**config.mk**
```make
export PLATFORM = sky130hd
export DESIGN_NAME = adc_ring_writer
export DESIGN_NICKNAME = d
export VERILOG_FILES = /design/src/rtl/adc_ring_pkg.sv /design/src/rtl/adc_ring_ptr.sv /design/src/rtl/adc_ring_writer.sv
export SDC_FILE = /design/constraint.sdc
export NUM_CORES = 1
export LEC_CHECK = 0
export BUFFER_PORTS_ARGS = -buffer_cell sky130_fd_sc_hd__buf_2
export CAP_MARGIN = 20
export CORE_MARGIN = 10
export CORE_UTILIZATION = 52
export CTS_CLUSTER_DIAMETER = 30
export DETAILED_ROUTE_END_ITERATION = 12
export GPL_TIMING_DRIVEN = 0
export PLACE_DENSITY = 0.8
export SYNTH_ARGS = -nofsm -noshare
export SYNTH_HDL_FRONTEND = slang
export SYNTH_SLANG_ARGS = --single-unit
```
**constraint.sdc**
```tcl
create_clock -name clk_clk -period 3.5 [get_ports clk_clk]
set_input_delay 0.525 -clock clk_clk [delete_from_list [all_inputs] [get_ports clk_clk]]
set_output_delay 0.525 -clock clk_clk [all_outputs]
set_load 0.01 [all_outputs]
```
**src/rtl/adc_ring_pkg.sv**
```systemverilog
// Shared types and helpers for the ADC ring-buffer capture engine.
package adc_ring_pkg;

  // Capture controller states.
  typedef enum logic [1:0] {
    IDLE = 2'd0,
    RUN  = 2'd1,
    DONE = 2'd2
  } state_t;

  // Capture modes as seen on cfg_mode.
  localparam logic MODE_RING   = 1'b0;
  localparam logic MODE_SINGLE = 1'b1;

  // Widest RAM word the packing helper handles.
  localparam int PACK_MAX_W = 64;

  // Build a RAM word: channel tag in the top ch_w bits, sample in the low
  // sample_w bits, zeros in between. Callers truncate to their word width.
  function automatic logic [PACK_MAX_W-1:0] pack_word(
    input int                    data_w,
    input int                    sample_w,
    input int                    ch_w,
    input logic [PACK_MAX_W-1:0] ch,
    input logic [PACK_MAX_W-1:0] sample
  );
    logic [PACK_MAX_W-1:0] ch_mask;
    logic [PACK_MAX_W-1:0] s_mask;
    ch_mask = {PACK_MAX_W{1'b1}} >> (PACK_MAX_W - ch_w);
    s_mask  = {PACK_MAX_W{1'b1}} >> (PACK_MAX_W - sample_w);
    return ((ch & ch_mask) << (data_w - ch_w)) | (sample & s_mask);
  endfunction

endpackage

```
**src/rtl/adc_ring_ptr.sv**
```systemverilog
// Write pointer (wraps modulo the RAM depth) and saturating word counter.
module adc_ring_ptr
  import adc_ring_pkg::*;
#(
  parameter int ADDR_W = 9
) (
  input  logic              clk,
  input  logic              rst,
  input  logic              clear,
  input  logic              inc,
  output logic [ADDR_W-1:0] wr_ptr,
  output logic [ADDR_W:0]   count,
  output logic              wrap,
  output logic              full
);

  localparam logic [ADDR_W:0] DEPTH = {1'b1, {ADDR_W{1'b0}}};

  // The current write lands on the last address, so the pointer wraps next.
  assign wrap = (wr_ptr == {ADDR_W{1'b1}});
  // The counter has reached the RAM depth and stops there.
  assign full = (count == DEPTH);

  // Advance pointer and count on every committed write; clear on (re)start.
  always_ff @(posedge clk or posedge rst) begin
    // NOTE: state registers use non-blocking assignments so every flop samples
    // the pre-edge values, independent of statement order.
    if (rst) begin
      wr_ptr <= '0;
      count  <= '0;
    end else if (clear) begin
      wr_ptr <= '0;
      count  <= '0;
    end else if (inc) begin
      wr_ptr <= wr_ptr + 1'b1;
      if (!full) count <= count + 1'b1;
    end
  end

endmodule

```
**src/rtl/adc_ring_writer.sv**
```systemverilog
// Capture engine: filters tagged ADC samples by channel and writes them to the
// s2 port of a dual-port RAM as a continuous ring or a single-shot buffer.
module adc_ring_writer
  import adc_ring_pkg::*;
#(
  parameter int DATA_W   = 16,
  parameter int ADDR_W   = 9,
  parameter int NUM_CH   = 4,
  parameter int SAMPLE_W = 12,
  parameter int CH_W     = $clog2(NUM_CH)
) (
  input  logic                clk_clk,
  input  logic                reset_reset,
  input  logic                s_valid,
  output logic                s_ready,
  input  logic [CH_W-1:0]     s_channel,
  input  logic [SAMPLE_W-1:0] s_data,
  input  logic [NUM_CH-1:0]   cfg_ch_mask,
  input  logic                cfg_mode,
  input  logic [ADDR_W:0]     cfg_length,
  input  logic                start,
  input  logic                abort,
  output logic [ADDR_W-1:0]   mem_address,
  output logic                mem_chipselect,
  output logic                mem_write,
  output logic                mem_clken,
  output logic [DATA_W-1:0]   mem_writedata,
  output logic [DATA_W/8-1:0] mem_byteenable,
  output logic [ADDR_W-1:0]   wr_ptr,
  output logic [ADDR_W:0]     count,
  output logic                busy,
  output logic                done,
  output logic                overflow,
  output logic                irq
);

  localparam logic [ADDR_W:0] DEPTH = {1'b1, {ADDR_W{1'b0}}};

  state_t              state;
  logic                mode_q;
  logic [NUM_CH-1:0]   mask_q;
  logic [ADDR_W:0]     len_q;
  logic [ADDR_W:0]     len_eff;
  logic                accept;
  logic                keep;
  logic                write_en;
  logic                last;
  logic                restart;
  logic                wrap;
  logic                full;

  // A start pulse also blocks acceptance so a restart never swallows a sample.
  assign s_ready  = (state == RUN) && !abort && !start;
  assign accept   = s_valid && s_ready;
  assign keep     = ({1'b0, s_channel} < (CH_W+1)'(NUM_CH)) && mask_q[s_channel];
  assign restart  = start && !abort;
  assign len_eff  = (len_q == '0) ? DEPTH : len_q;

  assign busy           = (state == RUN);
  assign done           = (state == DONE);
  assign mem_chipselect = mem_write;
  assign mem_byteenable = '1;
  assign mem_clken      = ~reset_reset;

  // Decide whether this cycle's sample is written and whether it ends a single-shot run.
  always_comb begin
    // NOTE: every output gets a default first so no path leaves it unassigned,
    // which would otherwise infer a latch.
    write_en = 1'b0;
    last     = 1'b0;
    if (accept && keep) begin
      write_en = 1'b1;
      last     = (mode_q == MODE_SINGLE) && ((count + (ADDR_W+1)'(1)) == len_eff);
    end
  end

  adc_ring_ptr #(
    .ADDR_W (ADDR_W)
  ) u_ptr (
    .clk    (clk_clk),
    .rst    (reset_reset),
    .clear  (restart),
    .inc    (write_en),
    .wr_ptr (wr_ptr),
    .count  (count),
    .wrap   (wrap),
    .full   (full)
  );

  // Capture state machine; configuration is latched on start and held for the run.
  always_ff @(posedge clk_clk or posedge reset_reset) begin
    if (reset_reset) begin
      state  <= IDLE;
      mode_q <= MODE_RING;
      mask_q <= '0;
      len_q  <= '0;
    end else if (abort) begin
      if (state == RUN) state <= IDLE;
    end else if (start) begin
      state  <= RUN;
      mode_q <= cfg_mode;
      mask_q <= cfg_ch_mask;
      len_q  <= cfg_length;
    end else if (last) begin
      state <= DONE;
    end
  end

  // Register the RAM write one cycle after acceptance, plus irq and sticky overflow.
  always_ff @(posedge clk_clk or posedge reset_reset) begin
    if (reset_reset) begin
      mem_write     <= 1'b0;
      mem_address   <= '0;
      mem_writedata <= '0;
      irq           <= 1'b0;
      overflow      <= 1'b0;
    end else begin
      mem_write <= write_en;
      irq       <= write_en && ((mode_q == MODE_SINGLE) ? last : wrap);
      if (write_en) begin
        mem_address   <= wr_ptr;
        mem_writedata <= DATA_W'(pack_word(DATA_W, SAMPLE_W, CH_W,
                                           PACK_MAX_W'(s_channel),
                                           PACK_MAX_W'(s_data)));
      end
      if (restart) begin
        overflow <= 1'b0;
      end else if (write_en && (mode_q == MODE_RING) && full) begin
        overflow <= 1'b1;
      end
    end
  end

endmodule

```
After elaboration in Yosys (flattened, before gate mapping)
Cells that the tools add are included.
W data, S select, Z words.
{"block": "word_totals", "elab_cells": 60, "inputBits": 34, "ff_bits": 64, "out_inout_bits": 54}
{"block": "op_classes", "bitwise_logic": 4, "eq_ne": 7, "order_cmp": 1, "n_addsub": 2, "reduce_logical": 18, "mux": 17}
{"operator": "$mux W10", "count": 4}
{"operator": "$mux W9", "count": 2}
{"operator": "$or A16 B12 Y16", "count": 1}
{"operator": "$add A10 B1 Y10 const B", "count": 1}
{"operator": "$eq A10 B10 Y1", "count": 1}
{"operator": "$eq A10 B10 Y1 const B", "count": 1}
{"operator": "$logic_not A10 Y1", "count": 1}
{"operator": "$add A9 B1 Y9 const B", "count": 1}
{"operator": "$eq A9 B9 Y1 const B", "count": 1}
{"operator": "$logic_and A1 B1 Y1", "count": 9}
{"operator": "$mux W2", "count": 4}
{"operator": "$mux W1", "count": 6}
{"operator": "$reduce_and A2 Y1", "count": 3}
{"operator": "$reduce_bool A2 Y1", "count": 2}
{"operator": "$lt A2 B3 Y1 const B", "count": 1}
{"operator": "$not A1 Y1", "count": 3}
{"operator": "$reduce_bool A3 Y1", "count": 1}
{"operator": "$bmux W1 S2", "count": 1}
{"operator": "$eq A2 B1 Y1 const B", "count": 1}
{"operator": "$eq A2 B2 Y1 const B", "count": 1}
{"operator": "$logic_not A1 Y1", "count": 2}
{"operator": "$ne A2 B1 Y1 const B", "count": 1}
{"operator": "$ne A2 B2 Y1 const B", "count": 1}

Longest topological paths before layout
{"block": "logic_depth", "word_depth": 10, "ltp_mapped": 7, "depth_no_buf": 7}

Hierarchy
From an unflattened synthesis, not the netlist that was laid out.
{"block": "hier_totals", "cells_unflattened": 320, "hier_area_um2": 3098.0}
{"mod": "adc_ring_writer", "cells_per_inst": 213, "seq_area_each_um2": 1076.0, "area_per_inst_um2": 2072.0, "n_inst": 1}
{"mod": "adc_ring_ptr", "cells_per_inst": 107, "seq_area_each_um2": 475.5, "area_per_inst_um2": 1026.0, "n_inst": 1}

Least setup slack after synthesis
OpenSTA, ideal clock, no wires.
{"block": "synth_path", "path_type": "input port to output port", "from": "input reset_reset", "to": "output mem_clken", "path_stages": 1, "path_slack_ns": 1.111, "required_time_ns": 2.975, "path_buffers": 0, "arrival_ns": 1.864, "path_cell_list": "inv_1"}
{"block": "synth_between", "elab_chain_len": 1}
{"element": "from (decl)", "line_no": "adc_ring_writer.sv:13", "text": "input logic reset_reset,"}
{"element": "$not A1 Y1", "line_no": "adc_ring_writer.sv:63", "text": "assign mem_clken = ~reset_reset;"}
{"element": "to (decl)", "line_no": "adc_ring_writer.sv:26", "text": "output logic mem_clken,"}
Every way passes these cells.

Final worst setup path
{"block": "layout_path", "from": "register u_ptr.count[0]", "to": "register state[0]"}
{"block": "layout_between", "elab_chain_len": 6}
{"element": "from (decl)", "line_no": "adc_ring_ptr.sv:12", "text": "output logic [ADDR_W:0] count,"}
{"element": "from (signal assigned)", "line_no": "adc_ring_ptr.sv:36", "text": "if (!full) count <= count + 1'b1;"}
{"element": "$add A10 B1 Y10", "line_no": "adc_ring_writer.sv:73", "text": "last = (mode_q == MODE_SINGLE) && ((count + (ADDR_W+1)'(1)) == len_eff);"}
{"element": "$eq A10 B10 Y1", "line_no": "adc_ring_writer.sv:73"}
{"element": "$logic_and A1 B1 Y1", "line_no": "adc_ring_writer.sv:73"}
{"element": "$mux W1", "line_no": "adc_ring_writer.sv:71", "text": "if (accept && keep) begin"}
{"element": "$reduce_bool A3 Y1 (no line)"}
{"element": "$reduce_and A2 Y1 (no line)"}
{"element": "to (signal assigned)", "line_no": "adc_ring_writer.sv:93", "text": "state <= IDLE;"}
{"element": "to (signal assigned)", "line_no": "adc_ring_writer.sv:98", "text": "if (state == RUN) state <= IDLE;"}
{"element": "to (signal assigned)", "line_no": "adc_ring_writer.sv:100", "text": "state <= RUN;"}
{"element": "to (decl)", "line_no": "adc_ring_writer.sv:39", "text": "state_t state;"}
Every way passes these cells.
A chain may end at the register's enable or synchronous reset.

==> results.json <==
{
  "clkSinkCount": 62,
  "fin_skew_ns": 0.0136,
  "grtUsageTotal_pct": 17.0,
  "dieWidth_microns": 96.3,
  "whs_ns": 0.254,
  "yosysMostFrequentCell": "nand2_1",
  "initial_core_util_pct": 54.3,
  "synth_edf_count": 0,
  "cap_violations": 0,
  "cellLeakagePower_uw": 0.00209,
  "worst_ep_arrival_time_ns": 2.46,
  "worstSetupEndpointType": "flip-flop",
  "via_count": 2593,
  "final.setup.tns_ns": 0,
  "finalHoldViolations": 0,
  "core_sq_mm": 0.00557,
  "switching_share_pct": 26.5,
  "gp_congestion": 0.895,
  "grt_first_pass_wirelength_mm": 12.4,
  "grt_use_met1_pct": 20.4,
  "dp.cells": 497,
  "postCtsHoldBufs": 0,
  "required_ns": 3.71,
  "cts_tree": "done",
  "startpoint_type": "flip-flop",
  "crit_fanout": 6,
  "avgRoutedWirePerCell_microns": 15.0,
  "drc": 0,
  "yosys-mux-area-fraction_pct": 1.40,
  "p_int_uw": 1320,
  "dieArea_sq_mm": 0.00928,
  "post_cts_resized": 0,
  "rsz0062_at_grt": "false",
  "switchingPower_uw": 477,
  "grt-busiest-layer": "met2",
  "synth-seq-cells": 62,
  "worstSkewPairLatency_ns": 0.33,
  "power_density_mw_per_mm2": 474,
  "ys_warn_count": 0,
  "nets": 474,
  "grt_overflow": 0,
  "synth.area.top_cells": "dfrtp_1 51%, nand2_1 15%, xnor2_1 3.8%, xor2_1 3.2%, nor2_1 2.9%",
  "post_cts.repair.setup_buffers": 0,
  "cts.clk_slew.worst_paths_ns": 0.08,
  "worstMarginPinSlew_ns": 0.601,
  "clockPowerShare_pct": 39.0,
  "drv_slew": 0,
  "area_growth_pct": 25.0,
  "drt_pass1_iterations": 4,
  "grt_use_met3_pct": 5.60,
  "drtAntennaViolNets": 0,
  "ir_drop_uv": 295,
  "grt_max_degree": 37,
  "hpwl_mm": 5.90,
  "hp-class": "in2async",
  "synth_area_leader_cell": "dfrtp_1",
  "utilization_pct": 67.9,
  "slew_headroom_pct": 59.9,
  "final_cells": 513,
  "synth_common_cells": "123 x nand2_1, 62 x dfrtp_1, 23 x nor2_1, 13 x xnor2_1, 11 x xor2_1",
  "diodes": 0,
  "first_iter_violations": 161,
  "run_status": "completed",
  "fp-row-count": 27,
  "syn_area_per_cell_sq_um": 8.94,
  "synthesis.area_sq_mm": 0.00303,
  "clockBufferDepth": 2,
  "synthSimpleGateAreaFrac_pct": 26.9,
  "synth-main-ff-cell": "dfrtp_1",
  "die-height_microns": 96.3,
  "synthDistinctLibCells": 42,
  "grt_pass1_vias": 2623,
  "synthAdderAreaFrac_pct": 1.65,
  "synth-compound-area-share_pct": 6.03,
  "io_buffer_count": 83,
  "synth_top_family_by_area": "simple AND/OR/NAND/NOR gates",
  "netlist_instances": 339,
  "antenna_found_initial": 0,
  "seq_power_share_pct": 46.6,
  "combPwrFrac_pct": 14.3,
  "criticalPathCategory": "reg2reg",
  "pin_count": 88,
  "synth_top_area_share_pct": 51.2,
  "period_needed_ns": 2.25,
  "setup_viol": 0,
  "synthXorXnorAreaFrac_pct": 6.94,
  "fillCellCount": 455,
  "grt_use_met2_pct": 27.2,
  "drive_above_1_share_pct": 27.7,
  "via_per_inst": 5.05,
  "p_total_uw": 1800,
  "multi_input_area_sq_mm": 0.00132,
  "cts-root-buf": "clkbuf_8",
  "cts_buffers": 9,
  "fmax_ghz": 0.444,
  "seq_area_frac_synth_pct": 51.2,
  "wl_mm": 7.69,
  "synthArstFlopShare_pct": 100,
  "regArea_sq_mm": 0.00155,
  "htreeDepth": 3,
  "finalCritPeriodShare_pct": 64.3
}
-- critical path, stage by stage, from the launching register on --
cell       delay (ns)
dfrtp_1          0.46
inv_1            0.10
ha_1             0.34
xnor2_1          0.20
nand3_1          0.16
a2111oi_4        0.30
nand4_1          0.23
o31a_1           0.35
-- layout make-up --
class / instances / share of cell area (%)
buffer: 24 / 3.60
timing repair buffer: 84 / 11.5
clock buffer: 11 / 3.73
sequential: 62 / 41.0
multi-input combinational: 246 / 34.7
tap: 72 / 2.38
inverter: 9 / 0.892
clock inverter: 5 / 2.18
-- kinds of logic after synthesis --
logic type	Yosys count
AO/OA/AOI/OAI	25
multiplexers	3
AND/OR/NAND/NOR	186
buffers and inverters	33
flip-flops	62
adder cells (fa/ha/maj)	4
other	2
XOR/XNOR	24
-- power by group through the flow --
stage | Combinational [uW] | Clock [uW] | Sequential, uW
final | 257 | 701 | 837
after global routing | 290 | 748 | 848
after CTS | 264 | 708 | 837
after detailed placement | 263 | 0 | 849
after global placement | 250 | 0 | 845
after floorplan | 127 | 0 | 865
-- state kept, by name (all words and copies together), names as in the netlist --
signal,flops
irq,1
len_q,10
mask_q,4
mem_address,9
mem_chipselect,1
mem_writedata,14
mode_q,1
overflow,1
state,2
u_ptr.count,10
u_ptr.wr_ptr,9
-- per-stage QoR --
step | area (sq um) | setup WS [ns]
after floorplan | 3040 | 1.11
after global placement | 3540 | 0.222
after detailed placement | 3560 | 1.28
after CTS | 3790 | 1.27
after global routing | 3790 | 1.13
final | 3790 | 1.25
-- cell usage in the layout (no fill, tap or decap), types with 3 or more instances in the layout --
cell,count
a21oi_1,6
buf_2,89
buf_4,9
clkbuf_1,9
clkbuf_8,10
conb_1,4
dfrtp_1,62
ha_1,4
inv_1,7
nand2_1,123
nand2b_1,3
nand3_1,10
nand4_1,5
nor2_1,23
nor3_1,3
nor4_1,4
o21ai_0,7
or3_1,3
xnor2_1,13
xor2_1,11
-- per-layer routing --
layer	wire length (microns)	vias to the layer above
met5	0	-
met3	627	16
li1	-	1280
met1	3160	1207
met2	3710	90
met4	194	0
-- worst paths after layout --
kind | startpoint | to | cells after the start | slack, ns
max | u_ptr.count[0] | state[0] | 7 | 1.25
max reg2reg | u_ptr.count[0] | state[0] | 7 | 1.25
min | reset_reset | u_ptr.wr_ptr[0] | 2 | 0.25
min in group clk_clk | s_data[11] | mem_writedata[11] | 3 | 0.38
min reg2reg | mem_writedata[0] | mem_writedata[0] | 2 | 0.47
max in group asynchronous | reset_reset | irq | 3 | 2.65
(Power assumes the default switching activity.)
